<file path="src/rtl/vgg_soc_pkg.sv">
// Shared SoC definitions: lane geometry, serializer FSM states and the
// enabled-lane search helper.
package vgg_soc_pkg;

    localparam int LANES  = 8;
    localparam int LANE_W = 3;
    localparam int IDX_W  = LANE_W + 1;

    typedef enum logic {
        ST_IDLE = 1'b0,
        ST_SEND = 1'b1
    } ser_state_e;

    // Lowest set bit of mask at or above 'from'; returns LANES when none exists,
    // so the MSB of the result doubles as a "no more lanes" flag.
    function automatic logic [IDX_W-1:0] next_enabled(
        input logic [LANES-1:0] mask,
        input logic [IDX_W-1:0] from
    );
        logic [IDX_W-1:0] res;
        res = IDX_W'(LANES);
        for (int i = LANES - 1; i >= 0; i--) begin
            if (i >= int'(from) && mask[i]) begin
                res = IDX_W'(i);
            end
        end
        return res;
    endfunction

endpackage

</file>
<file path="src/rtl/mux8.sv">
// Eight-way word multiplexer; select values 8..15 produce zero.
module mux8 #(
    parameter int W = 64
) (
    input  logic [W-1:0] d0_i,
    input  logic [W-1:0] d1_i,
    input  logic [W-1:0] d2_i,
    input  logic [W-1:0] d3_i,
    input  logic [W-1:0] d4_i,
    input  logic [W-1:0] d5_i,
    input  logic [W-1:0] d6_i,
    input  logic [W-1:0] d7_i,
    input  logic [3:0]   sel_i,
    output logic [W-1:0] y_o
);

    always_comb begin
        y_o = '0;
        case (sel_i)
            4'd0:    y_o = d0_i;
            4'd1:    y_o = d1_i;
            4'd2:    y_o = d2_i;
            4'd3:    y_o = d3_i;
            4'd4:    y_o = d4_i;
            4'd5:    y_o = d5_i;
            4'd6:    y_o = d6_i;
            4'd7:    y_o = d7_i;
            default: y_o = '0;
        endcase
    end

endmodule

</file>
<file path="src/rtl/lane_serializer.sv">
// Captures an 8-lane parallel group and emits it one lane per handshake.
// Optional LANE_MASK_EN: capture in_mask and skip lanes whose bit is clear.
module lane_serializer
    import vgg_soc_pkg::*;
#(
    parameter int DATA_W = 64
) (
    input  logic              clk,
    input  logic              rst,
    input  logic              in_valid,
    output logic              in_ready,
    input  logic [DATA_W-1:0] in_1,
    input  logic [DATA_W-1:0] in_2,
    input  logic [DATA_W-1:0] in_3,
    input  logic [DATA_W-1:0] in_4,
    input  logic [DATA_W-1:0] in_5,
    input  logic [DATA_W-1:0] in_6,
    input  logic [DATA_W-1:0] in_7,
    input  logic [DATA_W-1:0] in_8,
    input  logic [7:0]        in_mask,
    output logic              out_valid,
    input  logic              out_ready,
    output logic [DATA_W-1:0] out_data,
    output logic [LANE_W-1:0] out_lane,
    output logic              out_last
);

    ser_state_e        state_q, state_d;
    logic [LANE_W-1:0] lane_q, lane_d;
    logic [DATA_W-1:0] bank_q [LANES];
    logic [DATA_W-1:0] in_words [LANES];
    logic [LANES-1:0]  accept_mask;
    logic [LANES-1:0]  active_mask;
    logic [IDX_W-1:0]  first_idx;
    logic [IDX_W-1:0]  next_idx;
    logic              accept;

    assign in_words = '{in_1, in_2, in_3, in_4, in_5, in_6, in_7, in_8};
    assign accept   = in_valid && in_ready;

`ifdef LANE_MASK_EN
    logic [LANES-1:0] mask_q;

    assign accept_mask = in_mask;
    assign active_mask = mask_q;

    always_ff @(posedge clk) begin
        if (rst) begin
            mask_q <= '0;
        end else if (accept) begin
            mask_q <= in_mask;
        end
    end
`else
    logic unused_mask;

    assign accept_mask = '1;
    assign active_mask = '1;
    assign unused_mask = ^in_mask;
`endif

    assign first_idx = next_enabled(accept_mask, '0);
    assign next_idx  = next_enabled(active_mask, {1'b0, lane_q} + IDX_W'(1));

    // Bank is only written on accept, so its contents survive the whole SEND phase.
    always_ff @(posedge clk) begin
        if (accept) begin
            for (int i = 0; i < LANES; i++) begin
                bank_q[i] <= in_words[i];
            end
        end
    end

    always_ff @(posedge clk) begin
        if (rst) begin
            state_q <= ST_IDLE;
            lane_q  <= '0;
        end else begin
            state_q <= state_d;
            lane_q  <= lane_d;
        end
    end

    always_comb begin
        state_d   = state_q;
        lane_d    = lane_q;
        in_ready  = 1'b0;
        out_valid = 1'b0;
        out_last  = 1'b0;
        case (state_q)
            ST_IDLE: begin
                in_ready = 1'b1;
                // An all-zero mask leaves first_idx flagged as empty: group is dropped.
                if (in_valid && !first_idx[IDX_W-1]) begin
                    state_d = ST_SEND;
                    lane_d  = first_idx[LANE_W-1:0];
                end
            end
            ST_SEND: begin
                out_valid = 1'b1;
                out_last  = next_idx[IDX_W-1];
                if (out_ready) begin
                    if (out_last) begin
                        state_d = ST_IDLE;
                        lane_d  = '0;
                    end else begin
                        lane_d = next_idx[LANE_W-1:0];
                    end
                end
            end
            default: begin
                state_d = ST_IDLE;
                lane_d  = '0;
            end
        endcase
    end

    assign out_lane = lane_q;

    mux8 #(
        .W(DATA_W)
    ) u_out_mux (
        .d0_i (bank_q[0]),
        .d1_i (bank_q[1]),
        .d2_i (bank_q[2]),
        .d3_i (bank_q[3]),
        .d4_i (bank_q[4]),
        .d5_i (bank_q[5]),
        .d6_i (bank_q[6]),
        .d7_i (bank_q[7]),
        .sel_i({1'b0, lane_q}),
        .y_o  (out_data)
    );

endmodule
</file>
<file path="config.mk">
export PLATFORM = sky130hd
export DESIGN_NAME = lane_serializer
export DESIGN_NICKNAME = d
export VERILOG_FILES = /design/src/rtl/vgg_soc_pkg.sv /design/src/rtl/mux8.sv /design/src/rtl/lane_serializer.sv
export SDC_FILE = /design/constraint.sdc
export NUM_CORES = 1
export LEC_CHECK = 0
export BUFFER_PORTS_ARGS = -buffer_cell sky130_fd_sc_hd__buf_4
export CAP_MARGIN = 10
export CORE_AREA = 4 4 231 233
export CTS_BUF_LIST = sky130_fd_sc_hd__clkbuf_4 sky130_fd_sc_hd__clkbuf_8 sky130_fd_sc_hd__clkbuf_16
export DETAILED_ROUTE_END_ITERATION = 12
export DIE_AREA = 0 0 235 237
export GPL_ROUTABILITY_DRIVEN = 1
export SLEW_MARGIN = 15
export SYNTH_ARGS = -nofsm -noshare
export SYNTH_HDL_FRONTEND = slang
export SYNTH_SLANG_ARGS = --single-unit
</file>
<file path="constraint.sdc">
create_clock -name clk -period 62.6 [get_ports clk]
set_input_delay 6.26 -clock clk [delete_from_list [all_inputs] [get_ports clk]]
set_output_delay 6.26 -clock clk [all_outputs]
set_load 0.02 [all_outputs]
</file>
* Yosys cells after proc, flatten, opt, wreduce, memory -nomap -nowiden
Memory sizes are Yosys's and may differ from the RTL's.
Cells that the tools add are included.
Widths: inputs -> output; s select.
** Storage, ports and cells
- Register bits :: 4
- Bits in writable memories :: 512
- Input bits :: 524
- Output and inout bits :: 70
- Logic and storage cells :: 47
- Memories kept :: 1
** Memories
- bank_q :: words 8, width 64, rd ports 8, clocked after memory_dff 0, write ports 8, line lane_serializer.sv:30 : logic [DATA_W-1:0] bank_q [LANES];
** Operators by class
- $add $sub $neg :: 1
- Order comparisons :: 8
- Eq/ne operators :: 9
- Muxes and demuxes :: 22
- Bitwise operators :: 1
- Reductions and logical operators :: 3
** Operators by type and width (number)
- $pmux 64 s8 :: 1
- $mux 4 :: 8
- $ge 3x4->1 const A :: 4
- $eq 3x3->1 const B :: 4
- $mux 3 :: 3
- $ge 1x4->1 const A :: 2
- $ge 2x4->1 const A :: 2
- $mux 1 :: 8
- $eq 3x2->1 const B :: 2
- $pmux 3 s2 :: 1
- $add 3x1->4 const B :: 1
- $logic_not 4->1 :: 1
- $ne 2x2->1 const B :: 2
- $eq 3x1->1 const B :: 1
- $pmux 1 s2 :: 1
- $reduce_and 2->1 :: 1
- $logic_and 1x1->1 :: 1
- $not 1->1 :: 1

* Longest topological paths before layout
Gate-level depths: netlist (run 1).
- Depth in word-level cells :: 13
- Mapped depth :: 9
- Depth with buffers taken out :: 5

* Hierarchy
A second synthesis (run 1) with hierarchy kept.
** Unflattened totals
- Cell total of the unflattened synthesis :: 1288
- Area, all modules :: 20566.0 sq um
** By module, submodules not included
- lane_serializer :: times used 1, cells each 539, area an instance 15602.5 sq um, sequential area each 15454.8 sq um
- mux8 :: times used 1, cells each 749, area an instance 4963.5 sq um, sequential area each 0.0 sq um

* Worst setup path before layout (run 1)
Ideal clock, no wire load.
- Path type :: in2reg
- Start :: input in_valid
- End :: memory bank_q[0][0] (enable)
- Setup time :: 1448 ps
- Arrival time :: 28210 ps
- Data required time :: 61152 ps
- Slack :: 32942 ps
- Stages on the path :: 1
- Path buffers :: 0
- Cells stage by stage :: nor2b_1
** RTL lines
- start: declaration :: line lane_serializer.sv:10 : input logic in_valid,
- end: declaration :: line lane_serializer.sv:30

* Final worst setup path (run 1)
- Start :: register lane_q[2], in the netlist out_lane[2]
- End :: output out_data[9]
** Between the ends
- Cells in the longest elaborated chain, start to end :: 2
- Elaborated cells on any way between the ends :: 9
- Classes of those cells :: eq/ne (7); mux (1); reduce/logical (1)
** RTL lines
- start: declaration :: line lane_serializer.sv:29 : logic [LANE_W-1:0] lane_q, lane_d;
- start signal: assignment :: line lane_serializer.sv:80 : lane_q <= lane_d;
- $eq 3x3->1 (tied with other cells) :: line mux8.sv:19 : case (sel_i)
- $pmux 64 s8 * :: line mux8.sv:19
- end: declaration :: line lane_serializer.sv:23 : output logic [DATA_W-1:0] out_data,
Every way passes the cells marked *; elsewhere a longest branch is shown, timed or not.

==> summary.md, run 1 <==
| Metric | Value |
|---|---|
| # clock sinks | 516 |
| Total Wirelength | 58000 um |
| Hold path startpoint | out_lane[1]$_SDFFE_PP0P_ |
| Pleak | 9.45 nW |
| Die Ht | 237 um |
| Vias in the first global route | 12300 |
| Final hold violations | 0 |
| GP Congestion | 0.849 |
| # DRC | 0 |
| Footprint of the multi-input gates | 3070 um^2 |
| Clock Pin Slew Worst Setup and Hold Paths | 0.06 ns |
| CP max-delay cell | clkinv_2 |
| P per Cell Area | 30.1 nW/um^2 |
| CP peak stage delay | 0.88 ns |
| Initial drt markers | 1216 |
| Register area | 15500 um^2 |
| Hold buffers post-CTS | 0 |
| Status | finished, final reports clean |
| Yosys top cell by area | edfxtp_1 |
| Hold Slack | 0.566 ns |
| Synthesized Nets | 1510 |
| I/O Buffers | 585 |
| Tot GR Track Use | 0.198 |
| RSZ-0062 raised after global routing | no |
| Crit Path Max Fanout | 64 |
| Worst reg2reg path startpoint | state_q$_SDFF_PP0_ |
| Fin nets | 2098 |
| Congestion Overflow GR | 0 |
| Yosys Warn Count | 0 |
| Crit start category | flop |
| Sequential share of the synthesized area | 0.822 |
| Worst R2R Setup Slack | 58.44 ns |
| Clock Tree Buf Depth | 3 |
| Top FF cell, synth | edfxtp_1 |
| Flop and latch count out of synthesis | 516 |
| Worst setup EP type | output pin |
| DP Wirelength | 38400 um |
| Synthesized area per cell | 19.2 um^2 |
| FFs w/ async S/R, synth | 0 |
| I/O pin cnt | 594 |
| Maximum VDD drop | 0.0238 mV |
| CP Cell Sequence | clkinv_2 > ha_2 > buf_4 > a222oi_1 > o2111ai_1 > buf_4 |
| Crit Reg-Reg Endpoint | bank_q[0][132]$_DFFE_PP_ |
| EDFF count, synth | 512 |
| Clk_skew | 0.0164 ns |
| Post_cts resized | 0 |
| Die X | 235 um |
| TritonCTS clock tree | done |
| CP Class | flop to output pin |
| Final setup vio count | 0 |
| DIE AREA | 55700 um^2 |
| Gate Count Post-Synth | 980 |
| Fraction of synthesized cell area taken by the top area cell type | 0.818 |
| Slew @ Worst Pin | 1.09 ns |
| Num CTS Buffers | 53 |
| Row count | 83 |
| Total negative setup slack | 0 ns |
| Tcrit/Tclk final | 0.170 |
| H-tree depth | 2 |
| Clk root buf | clkbuf_16 |
| Filler cell count | 4341 |
| Clk_lat worst skew | 0.59 ns |
| Via count | 11800 |
| HP Class | flop to flop |
| R2R cell count | 5 |
| Pin count of the biggest net entering global routing | 183 |
| Vias/cell | 5.16 |
| Initial Utilization | 0.367 |
| Routed Antenna Nets | 0 |
| TritonRoute pass-1 iters | 8 |
| Time the worst path needs with I/O delays and setup | 10.64 ns |
| Worst Hold Path Cells | 2 |
| Initial antenna violation count | 3 |
| Fmax | 94.0 MHz |
| Crit-path most repeated cell | buf_4 |
| Arr. time, crit path | 4.38 ns |
| Synth Cell Area | 18800 um^2 |
| Area contributors post-synth | edfxtp_1, a222oi_1, mux2_2 |
| Synth unique cells | 31 |
| Core area | 51200 um^2 |
| Final slew viol count | 0 |
| Layout cells sized above 1 | 0.460 |
| Max_cap viols | 0 |
| First-pass GRT wire length | 82300 um |
| Post-CTS Setup Inserts | 0 |
| Worst path required time | 56.34 ns |
| Area grow syn2layout | 35.8% |
| Slew headroom | 0.277 |
| Routed len/inst | 25.4 um |
| Hold EP | out_lane[1]$_SDFFE_PP0P_ |
[through the flow]
| stage | power, mW | worst slack (ns) | cells | utilization | cell area [um^2] |
|---|---|---|---|---|---|
| after CTS | 0.776 | 51.97 | 2284 | 0.498 | 25500 |
| after global routing | 0.794 | 51.83 | 2288 | 0.499 | 25500 |
| after detailed placement | 0.481 | 52.14 | 2192 | 0.467 | 23900 |
| final | 0.767 | 51.96 | 2288 | 0.499 | 25500 |
| after floorplan | 0.454 | 32.94 | 980 | - | 18800 |
| after global placement | 0.479 | 52.24 | 2192 | 0.467 | 23900 |
[critical path: cells and delay by family (launching register included)]
| family | cells | cell delay [ns] |
|---|---|---|
| DFF | 1 | 0.74 |
| buffers and inverters | 3 | 1.50 |
| adders and majority gates | 1 | 0.50 |
| AOI/OAI and AO/OA | 2 | 0.96 |
[how the worst max path moves through the flow]
stage,startpoint,endpoint,slack [ns],cells after the start
6_report,out_lane[2]$_SDFFE_PP0P_,out_data[9],51.96,6
5_1_grt,out_lane[2]$_SDFFE_PP0P_,out_data[9],51.83,6
4_1_cts,out_lane[2]$_SDFFE_PP0P_,out_data[9],51.97,6
3_5_place_dp,in_valid,bank_q[1][248]$_DFFE_PP_,52.14,5
3_3_place_gp,in_valid,bank_q[0][156]$_DFFE_PP_,52.24,5
2_1_floorplan,in_valid,bank_q[0][0]$_DFFE_PP_,32.94,1
[kinds of logic (layout without fill, tap and decap cells)]
group	Yosys count	count (layout)	share of synthesized area
AOI/OAI and AO/OA	230	230	0.103
adders and majority gates	6	6	0.00399
buffers and inverters	71	696	0.0178
DFF	516	516	0.822
muxes	48	48	0.0286
other	0	3	0
and+or+nand+nor	109	109	0.0246
[area by class of cell]
| class | instances | area share |
|---|---|---|
| clock buffers | 71 | 0.0573 |
| inverters | 4 | 0.000637 |
| clock inverters | 21 | 0.00510 |
| diodes | 3 | 0.000294 |
| repair buffers | 600 | 0.177 |
| flip-flops and latches | 516 | 0.606 |
| well taps | 680 | 0.0333 |
| multi-input cells | 393 | 0.120 |
[power breakdown]
group | switching, mW | internal, mW | leakage (nW) | total (mW)
Clock | 0.127 | 0.167 | 0.801 | 0.294
Combinational | 0.0318 | 0.0328 | 3.74 | 0.0646
Sequential | 0.00514 | 0.403 | 4.91 | 0.409
Total | 0.164 | 0.603 | 9.45 | 0.767
[Yosys cell counts, drive strengths merged (6+ instances only)]
library cell and count:
a211oi 19, a221oi 17, a222oi 60, a22o 22
a22oi 51, buf 30, clkbuf 37, edfxtp 512
ha 6, mux2 46, nand2 85, nand3 10
o2111ai 41, o21ai 17
[metal layers]
layer	global-route usage	vias to the layer above	part of all wire
met3	0.0568	96	0.086
met1	0.240	5872	0.37
met4	0.0616	0	0.028
met5	0	-	0
li1	-	5318	-
met2	0.344	516	0.51
[cells in the final DEF (no fill, tap or decap), types with 2 or more instances in the layout]
| cell type | Yosys | final |
|---|---|---|
| buf_12 | 0 | 2 |
| ha_4 | 0 | 3 |
| ha_2 | 0 | 2 |
| a222oi_1 | 60 | 60 |
| a21oi_1 | 2 | 2 |
| o21ai_0 | 17 | 17 |
| clkinv_1 | 0 | 11 |
| dfxtp_1 | 4 | 3 |
| buf_4 | 1 | 598 |
| a22oi_1 | 51 | 51 |
| mux2i_1 | 2 | 2 |
| nor2b_4 | 0 | 3 |
| a221oi_1 | 17 | 17 |
| mux2_2 | 46 | 46 |
| inv_6 | 0 | 3 |
| clkinv_2 | 0 | 6 |
| clkbuf_4 | 0 | 18 |
| nor2_1 | 2 | 2 |
| inv_1 | 3 | 3 |
| diode_2 | 0 | 3 |
| a211oi_1 | 19 | 19 |
| nand3_1 | 10 | 10 |
| nand4_1 | 5 | 5 |
| clkbuf_16 | 0 | 53 |
| a22o_1 | 22 | 22 |
| o2111ai_1 | 41 | 41 |
| nand2_1 | 85 | 85 |
| edfxtp_1 | 512 | 512 |
[registers in the layout, indices dropped and copies added (netlist names)]
signal	cells
bank_q	512
out_lane	3
state_q	1
Power figures use the tool's default switching activity.
==> inputs of run 2 (changes only) <==
==> constraint.sdc (replaced) <==
create_clock -name clk -period 9.6 [get_ports clk]
set_input_delay 0.96 -clock clk [delete_from_list [all_inputs] [get_ports clk]]
set_output_delay 0.96 -clock clk [all_outputs]
set_load 0.02 [all_outputs]
==> summary.md, run 2 (synthesis results as in run 1) <==
| Metric | Value |
|---|---|
| Status | finished, final reports clean |
| DIE AREA | 55700 um^2 |
| Fmax | 198 MHz |
| First-pass GRT wire length | 82500 um |
| Clk_skew | 0.0114 ns |
| P per Cell Area | 198 nW/um^2 |
| Initial drt markers | 1246 |
| Vias in the first global route | 12600 |
| # clock sinks | 516 |
| Most frequent cells in the layout | buf_4, edfxtp_1, nand2_1 |
| Row count | 83 |
| Maximum VDD drop | 0.157 mV |
| Pin count of the biggest net entering global routing | 173 |
| Final slew viol count | 0 |
| Total negative setup slack | 0 ns |
| Slew @ Worst Pin | 1.12 ns |
| Post_cts resized | 0 |
| CP Class | flop to output pin |
| Time the worst path needs with I/O delays and setup | 5.06 ns |
| Initial Utilization | 0.367 |
| Vias/cell | 5.20 |
| Final hold violations | 0 |
| Crit start category | flop |
| Die X | 235 um |
| I/O pin cnt | 594 |
| Max_cap viols | 0 |
| GP Congestion | 0.785 |
| Clk_lat worst skew | 0.59 ns |
| Fin nets | 2101 |
| Worst setup path startpoint | out_lane[2]$_SDFFE_PP0P_ |
| # DRC | 0 |
| Tcrit/Tclk final | 0.527 |
| Hold Slack | 0.541 ns |
| Max FFs per register | 512 |
| Num CTS Buffers | 55 |
| Crit Path Max Fanout | 50 |
| Layout cells sized above 1 | 0.463 |
| TritonCTS clock tree | done |
| Clock Tree Buf Depth | 3 |
| Congestion Overflow GR | 0 |
| Via count | 12000 |
| Routed len/inst | 25.5 um |
| DP Wirelength | 38900 um |
| Hold buffers post-CTS | 0 |
| Biggest register | bank_q |
| Clock Pin Slew Worst Setup and Hold Paths | 0.06 ns |
| Most common library cell in the layout ignoring fill and taps | buf_4 |
| Routed Antenna Nets | 0 |
| Hold path startpoint | in_2[54] |
| Final design utilization | 0.501 |
| Slew headroom | 0.256 |
| HP Class | input port to flop |
| Post-CTS Setup Inserts | 0 |
| Clk root buf | clkbuf_16 |
| Worst setup EP type | output pin |
| Arr. time, crit path | 4.10 ns |
| Worst path required time | 8.64 ns |
| Die Ht | 237 um |
| I/O Buffers | 585 |
| Tot GR Track Use | 0.200 |
| Worst reg2reg path startpoint | state_q$_SDFF_PP0_ |
| Initial antenna violation count | 7 |
| Area grow syn2layout | 36.5% |
| TritonRoute pass-1 iters | 8 |
| RSZ-0062 raised after global routing | no |
| Pleak | 9.51 nW |
| Total Wirelength | 58600 um |
| Core area | 51200 um^2 |
| H-tree depth | 2 |
| Final setup vio count | 0 |
run 2: metal layers:
| layer | wire length [um] | track usage | up-vias |
|---|---|---|---|
| li1 | - | - | 5338 |
| met1 | 21400 | 0.235 | 5994 |
| met4 | 1650 | 0.0739 | 4 |
| met3 | 4820 | 0.0546 | 98 |
| met2 | 30700 | 0.353 | 533 |
| met5 | 27 | 0 | - |
run 2: final timing paths:
path | end | slack (ns) | depth (start not counted)
worst max-delay path | out_data[48] | 4.54 | 7
worst min-delay path | bank_q[0][118]$_DFFE_PP_ | 0.54 | 1
worst max register to register | bank_q[0][127]$_DFFE_PP_ | 6.24 | 3
worst min register to register | out_lane[1]$_SDFFE_PP0P_ | 0.57 | 2
run 2: critical path, cell delays in order (launching register included):
cell,delay (ns)
dfxtp_4,0.72
buf_4,0.78
clkinv_2,0.14
ha_2,0.43
buf_4,0.34
a222oi_1,0.63
o2111ai_1,0.22
buf_4,0.21
run 2: where the power goes:
group / leakage (nW) / internal, mW / switching, mW
clock: 0.858 / 1.15 / 0.854
sequential: 4.91 / 2.63 / 0.0330
combinational: 3.75 / 0.214 / 0.209
total: 9.51 / 4.00 / 1.10
run 2: cell type report:
cell class / count / area [um^2]
fill: 4327 / 25500
clock inverter: 33 / 231
tap: 680 / 851
sequential: 516 / 15500
multi-input combinational: 393 / 3070
timing repair buffer: 601 / 4540
antenna: 6 / 15.0
inverter: 4 / 16.3
clock buffer: 67 / 1480
run 2: per-stage QoR:
stage	power [mW]	cell area, um^2	setup WS (ns)	cells
final	5.09	25700	4.54	2300
after detailed placement	3.14	23900	5.08	2194
after floorplan	2.89	18800	0.560	980
after global routing	5.27	25700	4.19	2300
after CTS	5.15	25600	4.42	2294
after global placement	3.13	23900	5.06	2194
==> inputs of run 3 (changes only) <==
--- a/config.mk
+++ b/config.mk
@@ -5,6 +5,7 @@
 export SDC_FILE = /design/constraint.sdc
 export NUM_CORES = 1
 export LEC_CHECK = 0
+export ABC_AREA = 1
 export BUFFER_PORTS_ARGS = -buffer_cell sky130_fd_sc_hd__buf_4
 export CAP_MARGIN = 10
 export CORE_AREA = 4 4 231 233
@@ -12,6 +13,7 @@
 export DETAILED_ROUTE_END_ITERATION = 12
 export DIE_AREA = 0 0 235 237
 export GPL_ROUTABILITY_DRIVEN = 1
+export PLACE_DENSITY = 0.65
 export SLEW_MARGIN = 15
 export SYNTH_ARGS = -nofsm -noshare
 export SYNTH_HDL_FRONTEND = slang
==> constraint.sdc (replaced) <==
create_clock -name clk -period 4.5 [get_ports clk]
set_input_delay 0.45 -clock clk [delete_from_list [all_inputs] [get_ports clk]]
set_output_delay 0.45 -clock clk [all_outputs]
set_load 0.02 [all_outputs]
==> summary.md, run 3 <==
| Metric | Value |
|---|---|
| Synthesized area per cell | 12.5 um^2 |
| DP Wirelength | 40200 um |
| Maximum VDD drop | 0.309 mV |
| DIE AREA | 55700 um^2 |
| H-tree depth | 2 |
| Worst R2R Setup Slack | 1.61 ns |
| Post-DP Area | 25000 um^2 |
| Final hold violations | 0 |
| Yosys Warn Count | 0 |
| Final design utilization | 0.577 |
| Post-CTS Setup Inserts | 0 |
| First-pass GRT wire length | 94800 um |
| Clk_skew | 0.0255 ns |
| Total negative setup slack | 0 ns |
| Synth Cell Area | 19900 um^2 |
| Die Ht | 237 um |
| Num CTS Buffers | 54 |
| Status | finished, final reports clean |
| Post-Synth Simple-Gate Area | 0.197 |
| Post_cts resized | 0 |
| Area grow syn2layout | 48.6% |
| Hold path startpoint | in_2[18] |
| Top FF cell, synth | edfxtp_1 |
| Worst setup EP type | output pin |
| Most frequent cells in the layout | nand2_1, buf_4, edfxtp_1 |
| Vias/cell | 4.86 |
| FFs w/ async S/R, synth | 0 |
| Synth unique cells | 16 |
| RSZ-0062 raised after global routing | no |
| Vias in the first global route | 16300 |
| Most common cell in the netlist | nand2_1 |
| Final Worst Setup Slack | 0.674 ns |
| Most common library cell in the layout ignoring fill and taps | nand2_1 |
| Mux contribution to synthesized area | 0 |
| Fin nets | 2976 |
| Synth Area in XOR/XNOR | 0 |
| Initial Utilization | 0.388 |
| Total Wirelength | 64300 um |
| TritonRoute pass-1 iters | 7 |
| Arr. time, crit path | 3.38 ns |
| Filler cell count | 3977 |
| Hold EP | bank_q[0][82]$_DFFE_PP_ |
| Crit start category | flop |
| Max FFs per register | 512 |
| Worst Hold Path Cells | 1 |
| Pre-CTS setup slack | 1.22 ns |
| I/O pin cnt | 594 |
| Max_cap viols | 0 |
| I/O Buffers | 585 |
| Final slew viol count | 0 |
| P per Cell Area | 377 nW/um^2 |
| Initial drt markers | 1101 |
| Clk_lat worst skew | 0.58 ns |
| GP Congestion | 0.866 |
| Die X | 235 um |
| Via count | 15500 |
| Slew headroom | 0.200 |
| CP Class | flop to output pin |
| Largest family of logic cells by synthesized area | simple AND/OR/NAND/NOR gates |
| Initial antenna violation count | 9 |
| # DRC | 0 |
| Pin count of the biggest net entering global routing | 198 |
| Synth top cells by count | nand2_1, edfxtp_1, nand3_1 |
| Synthesized Nets | 2119 |
| Area contributors post-synth | edfxtp_1, nand2_1, nand3_1 |
| Fmax | 261 MHz |
| Clock Pin Slew Worst Setup and Hold Paths | 0.06 ns |
| Crit Path Max Fanout | 59 |
| Crit Reg-Reg Endpoint | bank_q[1][173]$_DFFE_PP_ |
| Synth Area in Compound Gates | 0.00126 |
| EDFF count, synth | 512 |
| Time the worst path needs with I/O delays and setup | 3.83 ns |
| Yosys top cell by area | edfxtp_1 |
| Hold Slack | 0.0382 ns |
| Core area | 51200 um^2 |
| Worst reg2reg path startpoint | state_q$_SDFF_PP0_ |
| TritonCTS clock tree | done |
| Synth Area in Adders | 0.00378 |
| Congestion Overflow GR | 0 |
| Tot GR Track Use | 0.222 |
| Layout cells sized above 1 | 0.281 |
| Clock Tree Buf Depth | 3 |
| Gate Count Post-Synth | 1589 |
| HP Class | input port to flop |
| Pleak | 12.5 nW |
| Final setup vio count | 0 |
| Routed Antenna Nets | 0 |
| Worst path required time | 4.05 ns |
| Flop and latch count out of synthesis | 516 |
| Row count | 83 |
| Register area | 15500 um^2 |
| Routed len/inst | 20.2 um |
| Slew @ Worst Pin | 1.20 ns |
| Sequential share of the synthesized area | 0.778 |
| Biggest register | bank_q |
| Fin area | 29500 um^2 |
| # clock sinks | 516 |
| R2R cell count | 6 |
| Hold buffers post-CTS | 274 |
| Clk root buf | clkbuf_16 |
| Footprint of the multi-input gates | 4060 um^2 |
| Tcrit/Tclk final | 0.850 |
| Fraction of synthesized cell area taken by the top area cell type | 0.774 |
==> run 3: cell count changes in the layout (fill, tap and decap cells not counted), moves of 46 or more <==
| cell | previous run | this run |
|---|---|---|
| a222oi_1 | 60 | 0 |
| a22oi_1 | 51 | 0 |
| dlygate4sd3_1 | 0 | 274 |
| mux2_2 | 46 | 0 |
| nand2_1 | 85 | 643 |
| nand3_1 | 10 | 197 |
| nor2_1 | 2 | 134 |
==> run 3: logic make-up (layout without fill, tap and decap cells) <==
group,after synthesis,after routing
AO/OA/AOI/OAI,5,5
adder cells (fa/ha/maj),6,6
buffers and inverters,86,987
flip-flops,516,516
other,0,9
AND/OR/NAND/NOR,976,976
==> run 3: report_power, final <==
part | leakage (nW) | internal, mW | switching, mW | total, mW
combinational | 6.75 | 0.581 | 0.507 | 1.09
sequential | 4.91 | 5.61 | 0.0724 | 5.68
clock | 0.865 | 2.52 | 1.84 | 4.36
total | 12.5 | 8.71 | 2.42 | 11.1
==> run 3: routing by layer <==
layer | routed length [um] | vias to the layer above | GRT usage
met2 | 33300 | 741 | 0.401
met4 | 2130 | 0 | 0.0793
met5 | 0 | - | 0
met1 | 23700 | 7359 | 0.258
met3 | 5150 | 153 | 0.0531
li1 | - | 7204 | -
==> run 3: worst max path at each step <==
stage / startpoint / endpoint / slack (ns) / cells past startpoint
detailed placement: out_lane[2]$_SDFFE_PP0P_ / out_data[4] / 1.22 / 8
global placement: out_lane[2]$_SDFFE_PP0P_ / out_data[4] / 1.27 / 8
finish: out_lane[2]$_SDFFE_PP0P_ / out_data[16] / 0.67 / 8
floorplan: state_q$_SDFF_PP0_ / bank_q[0][0]$_DFFE_PP_ / -4.12 / 3
CTS: out_lane[2]$_SDFFE_PP0P_ / out_data[4] / 0.57 / 8
global route: out_lane[2]$_SDFFE_PP0P_ / out_data[4] / 0.46 / 8
==> run 3: metrics by stage <==
step                      power, mW  cells
after floorplan                6.15   1589
after global placement         6.63   2796
after detailed placement       6.65   2796
after CTS                      11.2   3170
after global routing           11.5   3179
final                          11.1   3179
==> run 3: layout make-up <==
class / instances / share of cell area
diodes: 9 / 0.000763
clock buffers: 64 / 0.0489
clock inverters: 36 / 0.00958
inverters: 11 / 0.00178
multi-input cells: 987 / 0.137
flip-flops and latches: 516 / 0.524
well taps: 680 / 0.0288
repair buffers: 876 / 0.249
==> run 3: critical path, cell delays in order (launching register included) <==
cell and delay [ns]:
dfxtp_4 0.50, inv_4 0.32, buf_4 0.61, buf_4 0.67
nand3_1 0.16, nand2_1 0.12, nor2_1 0.05, nand2_1 0.06
buf_4 0.14
